<file path="config.mk">
export PLATFORM = sky130hd
export DESIGN_NAME = sm4_round_engine_flat
export DESIGN_NICKNAME = d
export VERILOG_FILES = /design/src/rtl/sm4_round_engine_if.sv /design/src/rtl/sm4_round_engine.sv /design/src/flat_wrapper.sv
export SDC_FILE = /design/constraint.sdc
export NUM_CORES = 2
export LEC_CHECK = 0
export CORE_AREA = 2 2 502 504
export CTS_CLUSTER_SIZE = 28
export DETAILED_ROUTE_END_ITERATION = 7
export DIE_AREA = 0 0 504 506
export GPL_TIMING_DRIVEN = 0
export PLACE_DENSITY = 0.5
export SYNTH_ARGS = -nofsm -noshare
export SYNTH_HDL_FRONTEND = slang
export SYNTH_SLANG_ARGS = --single-unit
</file>
<file path="constraint.sdc">
create_clock -name clk -period 8.02 [get_ports clk]
set_input_delay 0.802 -clock clk [delete_from_list [all_inputs] [get_ports clk]]
set_output_delay 0.802 -clock clk [all_outputs]
set_load 0.02 [all_outputs]
</file>
<file path="src/rtl/sm4_round_engine_if.sv">
// rtl/sm4_round_engine_if.sv - block, round-key and result signals of the SM4 round engine
interface sm4_round_engine_if;
  logic          sm4_enable_in;
  logic          key_exp_finished_in;
  logic [1023:0] rk_in;
  logic          encdec_sel_in;
  logic          data_valid_in;
  logic [127:0]  data_in;
  logic          ready_out;
  logic          busy_out;
  logic          result_valid_out;
  logic [127:0]  result_out;

  modport master (
    output sm4_enable_in, key_exp_finished_in, rk_in, encdec_sel_in, data_valid_in, data_in,
    input  ready_out, busy_out, result_valid_out, result_out
  );

  modport slave (
    input  sm4_enable_in, key_exp_finished_in, rk_in, encdec_sel_in, data_valid_in, data_in,
    output ready_out, busy_out, result_valid_out, result_out
  );
endinterface

</file>
<file path="src/rtl/sm4_round_engine.sv">
// rtl/sm4_round_engine.sv - iterative SM4 encrypt/decrypt core, one round per clock
module sm4_sbox (
  input  logic [7:0] din,
  output logic [7:0] dout
);
  // Entry 0 sits in the top byte; indexing with ~din keeps the part-select base positive.
  localparam logic [2047:0] SBOX = {
    128'hd690e9fecce13db716b614c228fb2c05, 128'h2b679a762abe04c3aa44132649860699,
    128'h9c4250f491ef987a33540b43edcfac62, 128'he4b31ca9c908e89580df94fa758f3fa6,
    128'h4707a7fcf37317ba83593c19e6854fa8, 128'h686b81b27164da8bf8eb0f4b70569d35,
    128'h1e240e5e6358d1a225227c3b01217887, 128'hd40046579fd327524c3602e7a0c4c89e,
    128'heabf8ad240c738b5a3f7f2cef96115a1, 128'he0ae5da49b341a55ad933230f58cb1e3,
    128'h1df6e22e8266ca60c02923ab0d534e6f, 128'hd5db3745defd8e2f03ff6a726d6c5b51,
    128'h8d1baf92bbddbc7f11d95c411f105ad8, 128'h0ac13188a5cd7bbd2d74d012b8e5b4b0,
    128'h8969974a0c96777e65b9f109c56ec684, 128'h18f07dec3adc4d2079ee5f3ed7cb3948
  };

  assign dout = SBOX[{~din, 3'b000} +: 8];
endmodule

module sm4_round_engine (
  input logic               clk,
  input logic               reset,
  sm4_round_engine_if.slave bus
);
  localparam logic [0:0] IDLE  = 1'b0;
  localparam logic [0:0] ROUND = 1'b1;

  logic [0:0]   state;
  logic [4:0]   rnd;
  logic [31:0]  x0, x1, x2, x3;
  logic         dec;
  logic [127:0] result;
  logic         result_valid;

  logic [4:0]   key_idx;
  logic [31:0]  k, t, b, x_new;
  logic         ready;

  // Decryption walks the same key schedule backwards; 31-rnd is ~rnd in 5 bits.
  assign key_idx = dec ? ~rnd : rnd;
  assign k       = bus.rk_in[{~key_idx, 5'b00000} +: 32];
  assign t       = x1 ^ x2 ^ x3 ^ k;

  for (genvar j = 0; j < 4; j++) begin : g_sbox
    sm4_sbox u_sbox (.din(t[8*j +: 8]), .dout(b[8*j +: 8]));
  end

  assign x_new = x0 ^ b ^ {b[29:0], b[31:30]} ^ {b[21:0], b[31:22]}
               ^ {b[13:0], b[31:14]} ^ {b[7:0], b[31:8]};

  assign ready = (state == IDLE) & bus.sm4_enable_in & bus.key_exp_finished_in;

  always_ff @(posedge clk or posedge reset) begin
    if (reset) begin
      state        <= IDLE;
      rnd          <= 5'd0;
      x0           <= 32'd0;
      x1           <= 32'd0;
      x2           <= 32'd0;
      x3           <= 32'd0;
      dec          <= 1'b0;
      result       <= 128'd0;
      result_valid <= 1'b0;
    end else begin
      result_valid <= 1'b0;
      if (!bus.sm4_enable_in) begin
        state <= IDLE;
        rnd   <= 5'd0;
      end else if (state == IDLE) begin
        if (bus.data_valid_in && ready) begin
          x0    <= bus.data_in[127:96];
          x1    <= bus.data_in[95:64];
          x2    <= bus.data_in[63:32];
          x3    <= bus.data_in[31:0];
          dec   <= bus.encdec_sel_in;
          rnd   <= 5'd0;
          state <= ROUND;
        end
      end else if (!bus.key_exp_finished_in) begin
        // Keys are being replaced underneath us: drop the block without a result.
        state <= IDLE;
        rnd   <= 5'd0;
      end else begin
        x0  <= x1;
        x1  <= x2;
        x2  <= x3;
        x3  <= x_new;
        rnd <= rnd + 5'd1;
        if (rnd == 5'd31) begin
          result       <= {x_new, x3, x2, x1};
          result_valid <= 1'b1;
          state        <= IDLE;
          rnd          <= 5'd0;
        end
      end
    end
  end

  assign bus.ready_out        = ready;
  assign bus.busy_out         = (state == ROUND);
  assign bus.result_valid_out = result_valid;
  assign bus.result_out       = result;
endmodule

</file>
<file path="src/flat_wrapper.sv">
// flat-port wrapper written by rule: the top's interface ports become plain ports
module sm4_round_engine_flat 
  (clk, reset, bus_sm4_enable_in, bus_key_exp_finished_in, bus_rk_in, bus_encdec_sel_in, bus_data_valid_in, bus_data_in, bus_ready_out, bus_busy_out, bus_result_valid_out, bus_result_out);
  sm4_round_engine_if bus_i ();
  input logic clk;
  input logic reset;
  input wire logic [$bits(bus_i.sm4_enable_in)-1:0] bus_sm4_enable_in;
  input wire logic [$bits(bus_i.key_exp_finished_in)-1:0] bus_key_exp_finished_in;
  input wire logic [$bits(bus_i.rk_in)-1:0] bus_rk_in;
  input wire logic [$bits(bus_i.encdec_sel_in)-1:0] bus_encdec_sel_in;
  input wire logic [$bits(bus_i.data_valid_in)-1:0] bus_data_valid_in;
  input wire logic [$bits(bus_i.data_in)-1:0] bus_data_in;
  output wire logic [$bits(bus_i.ready_out)-1:0] bus_ready_out;
  output wire logic [$bits(bus_i.busy_out)-1:0] bus_busy_out;
  output wire logic [$bits(bus_i.result_valid_out)-1:0] bus_result_valid_out;
  output wire logic [$bits(bus_i.result_out)-1:0] bus_result_out;
  assign bus_i.sm4_enable_in = bus_sm4_enable_in;
  assign bus_i.key_exp_finished_in = bus_key_exp_finished_in;
  assign bus_i.rk_in = bus_rk_in;
  assign bus_i.encdec_sel_in = bus_encdec_sel_in;
  assign bus_i.data_valid_in = bus_data_valid_in;
  assign bus_i.data_in = bus_data_in;
  assign bus_ready_out = bus_i.ready_out;
  assign bus_busy_out = bus_i.busy_out;
  assign bus_result_valid_out = bus_i.result_valid_out;
  assign bus_result_out = bus_i.result_out;
  sm4_round_engine u_core (.clk(clk), .reset(reset), .bus(bus_i));
endmodule
</file>
==> results.txt <==
- In this run the cell area measured after placement is ~60,000 sq um.
- The smallest clock period supported by the final layout is computed as 8.36 ns.
- Unique cell type count in the Yosys netlist: 130
* Area of the die: 255,000 sq um
- Each instance of the synthesized netlist takes up on average 8.54 sq um.
- Instance count of the mapped netlist: ~5,000
- The number of pins exceeding their max-slew limit in the final report was 23.
- The top cell types in the final layout, fill and taps aside, are clkdlybuf4s50_1, mux2i_1, nand2_1.
* Count of non-filler cells in the finished layout: 9,857
- In this run the horizontal extent of the chip is 504 microns.
- Fin. Hold Viols: 0
- Setup violations remaining at the end of the flow were counted as 50.
- Depth of the CTS H-tree: 1
- Overflow after GRT: 0
* WL final: 480 mm
- The clock passes through at most 3 buffers.
- The number of antenna violations at the first check in global routing came to approximately 180.
- Status: finished with violations
* Count of buffers inserted at the top-level ports: 1,288
- DP HPWL: 398 mm
- Among all flip-flop cells after synthesis, the most frequent one is dfrtp_1.
* Worst-case setup margin in the final layout: -0.337 ns
- For the worst setup path, the data required time is 8.42 ns.
* 1st-iter DRT viols: 8,886
- Sequential cells were found to cover 15.5% of the synthesized design area.
* Maximum number of pins on one net before global-route repair: 42
- After detailed routing, the number of vias per cell comes to 5.99.
- The critical path starts at u_core.dec$_DFFE_PP0P_.
- Category of the worst setup path launch point: flip-flop
- Counting every net in the synthesized netlist gives about 6,200.
- In this design, the largest share of critical-path delay is due to compound AO/OA/AOI/OAI gates.
- I/O pin total: 1,289
- Yosys printed 0 warnings.
- Wire length of the first global-routing pass: 610 mm
* Layout net count: 7,542
- Worst-Skew Late Latency: between 0.6 and 0.7 ns
* CP max stage delay: 0.86 ns
* Yosys reg bits: between 200 and 300
- Violated checks: DRC, capacitance limit, slew limit, setup timing
- TritonCTS built the clock tree.
- Clk Tree Root Cell: clkbuf_16
* Count of vias placed by the detailed router: around 59,000
- Of the cells placed in the final design, the portion with a size suffix greater than 1 is 17.0%.
* Area growth from synthesis to layout: 48.1%
* Number of synthesized flops with an enable pin: 0
- After layout, the worst path uses 104% of the clock period.
- RSZ-0062 raised after global routing: yes
- Once detail routing completed, the nets flagged for antenna violations numbered 0.
* Number of remaining DRC errors: 9
- Routability-driven placement finished with a final weighted congestion of 1.05.
- Leading cell type in the layout, fill and taps excluded: clkdlybuf4s50_1
- HP Class: in -> async
- In the global route stage, overall resource usage came out at 35.8%.
- Clock transition at the registers of the reported paths: 0.07 ns
* Number of cells after detailed placement: around 9,600
* Number of buffers and inverters on the critical path: 6
- Based on the critical path, the design can be clocked at up to 120 MHz.
- After synthesis the cells add up to 42,500 sq um.
* Share of flip-flops with an asynchronous set or reset after synthesis: 100%
- Reg2Reg Launch Point: u_core.dec$_DFFE_PP0P_
- Design area: 63,000 sq um
* Cell-by-cell trace of the critical path: buf_4 > buf_6 > xnor2_1 > clkbuf_4 > nand2_2 > a211oi_1 > a211oi_2 > a31o_2 > nand2_2 > buf_4 > buf_2 > buf_2 > ha_1 > nor2_1 > o311ai_0 > a41o_1 > o2bb2ai_2 > xor2_2 > xor2_4 > xnor2_1 > a21oi_1
- After detailed routing, the average wire length per cell comes to approximately 50 microns.
* Vias in the first global route: 56,900
- Among all stages on the critical path, the largest delay is contributed by a211oi_1.
* Slew @ Worst Pin: 1.58 ns
- Endpoint class of the critical path: flip-flop
- For this run, the detailed router's first-pass iteration total came to 8.
- Cell row count: 184
- The initial utilization of the core area, before any placement, comes to 17.0%.
- Buffers inserted to repair hold after CTS numbered 0.
* Worst clock skew on the final layout: between 0.07 and 0.08 ns
* Data arrival time at the worst-slack endpoint: 8.75 ns
- The tool flagged a number of max-cap violations equal to 4.
* Clock Sink Count: ~260
- In this run, CTS created clock tree buffers numbering 28.
- The core region is 250,000 sq um.
* Relative slew margins: -5.80%
- The critical path in this run is classified as reg -> reg.
- Max FO, Critical Path: 11
* Y dimension of the die: 506 microns
-- Yosys cell counts (27+ instances only) --
library cell / number / share of area (%)
nor2_1: 271 / 2.4
and3_1: 49 / 0.72
xnor2_1: 144 / 3.0
o22ai_1: 63 / 0.93
buf_2: 180 / 2.1
nand4_1: 37 / 0.54
nand3_1: 190 / 2.2
buf_4: 63 / 1.1
o221ai_1: 43 / 0.89
buf_1: 34 / 0.30
a211oi_1: 75 / 1.3
mux2_2: 117 / 3.1
xor2_1: 60 / 1.2
a31oi_1: 79 / 1.2
mux2i_1: 499 / 12
buf_6: 54 / 1.4
nand2_1: 430 / 3.8
o211ai_1: 84 / 1.5
nor3_1: 81 / 0.95
o21ai_1: 37 / 0.44
dfrtp_1: 264 / 16
clkbuf_1: 183 / 1.6
a21oi_1: 249 / 2.9
a221oi_1: 57 / 1.2
o21ai_0: 351 / 4.1
inv_1: 27 / 0.24
a22oi_1: 237 / 4.2
mux4_2: 213 / 11
o31ai_1: 29 / 0.51
o2111ai_1: 30 / 0.62
-- worst paths after layout --
path                                                          endpoint  slack (ns)  cells after the start
worst max-delay path                         u_core.x3[21]$_DFFE_PP0P_       -0.34                     21
worst min-delay path             u_core.bus.result_out[90]$_DFFE_PP0P_        0.43                      2
worst max register to register               u_core.x3[21]$_DFFE_PP0P_       -0.34                     21
worst min register to register  u_core.bus.result_out[123]$_DFFE_PP0P_        0.50                      2
max in group asynchronous        u_core.bus.result_out[49]$_DFFE_PP0P_        6.17                      6
min in group clk                u_core.bus.result_out[123]$_DFFE_PP0P_        0.50                      2
-- metrics by stage --
stage | util, % | setup TNS [ns] | hold slack [ns] | setup slack [ns]
after floorplan | - | 0 | 0.452 | 2.58
after global placement | 23.8 | -185.82 | 0.476 | -3.73
after detailed placement | 24.1 | -131.81 | 0.482 | -2.51
after CTS | 24.9 | 0 | 0.406 | 0.000913
after global routing | 25.2 | -0.0559 | 0.451 | -0.0251
final | 25.2 | -6.10 | 0.429 | -0.337
-- cells by family (layout without fill, tap and decap cells) --
group	Yosys count	after routing	share of synthesized area [%]
AOI/OAI and AO/OA	1781	1781	29.8
and+or+nand+nor	1275	1275	14.7
muxes	831	831	26.2
buffers and inverters	571	1973	7.55
DFF	264	264	15.5
xor gates and xnor gates	234	234	5.49
adders and majority gates	24	24	0.706
other	0	127	0
-- worst register-to-register path, delay by kind of cell, from the launching register on --
| family | cells | cell delay (ns) |
|---|---|---|
| compound gates | 7 | 2.64 |
| xor+xnor | 4 | 1.44 |
| fa+ha+maj | 1 | 0.30 |
| buf+inv | 6 | 2.07 |
| flops | 1 | 0.53 |
| simple gates | 3 | 1.14 |
-- per-layer routing --
metal	global-route usage, %	share of wire [%]	vias to the layer above
li1	-	-	22700
met1	42.0	37	30200
met2	54.6	43	4853
met3	10.8	10	1264
met4	27.4	9.4	96
met5	0	0.13	-
-- repair_timing --
action                     in CTS  in global routing
resized for setup             199                 68
setup buffers                  29                  5
pin swaps                      17                 13
setup endpoints to repair      64                 64
-- area by class of cell --
class,count,area [sq um]
diodes,127,318
plain buffers,524,3240
clock buffers,39,792
clock inverters,13,188
fillers,27500,187000
inverters,42,175
multi-input cells,4145,33700
flip-flops and latches,264,6620
well taps,3348,4190
repair buffers,1355,13800
-- sequential cells by signal, summed over array words and instances, names as in the netlist --
| name | cells |
|---|---|
| u_core.bus.busy_out | 1 |
| u_core.dec | 1 |
| u_core.x2 | 32 |
| u_core.bus.result_out | 128 |
| u_core.bus.result_valid_out | 1 |
| u_core.rnd | 5 |
| u_core.x3 | 32 |
| u_core.x1 | 32 |
| u_core.x0 | 32 |
Power is left out: the tool's default activity adds up to more than one toggle a clock period on the data nets, which glitch-free logic cannot reach.
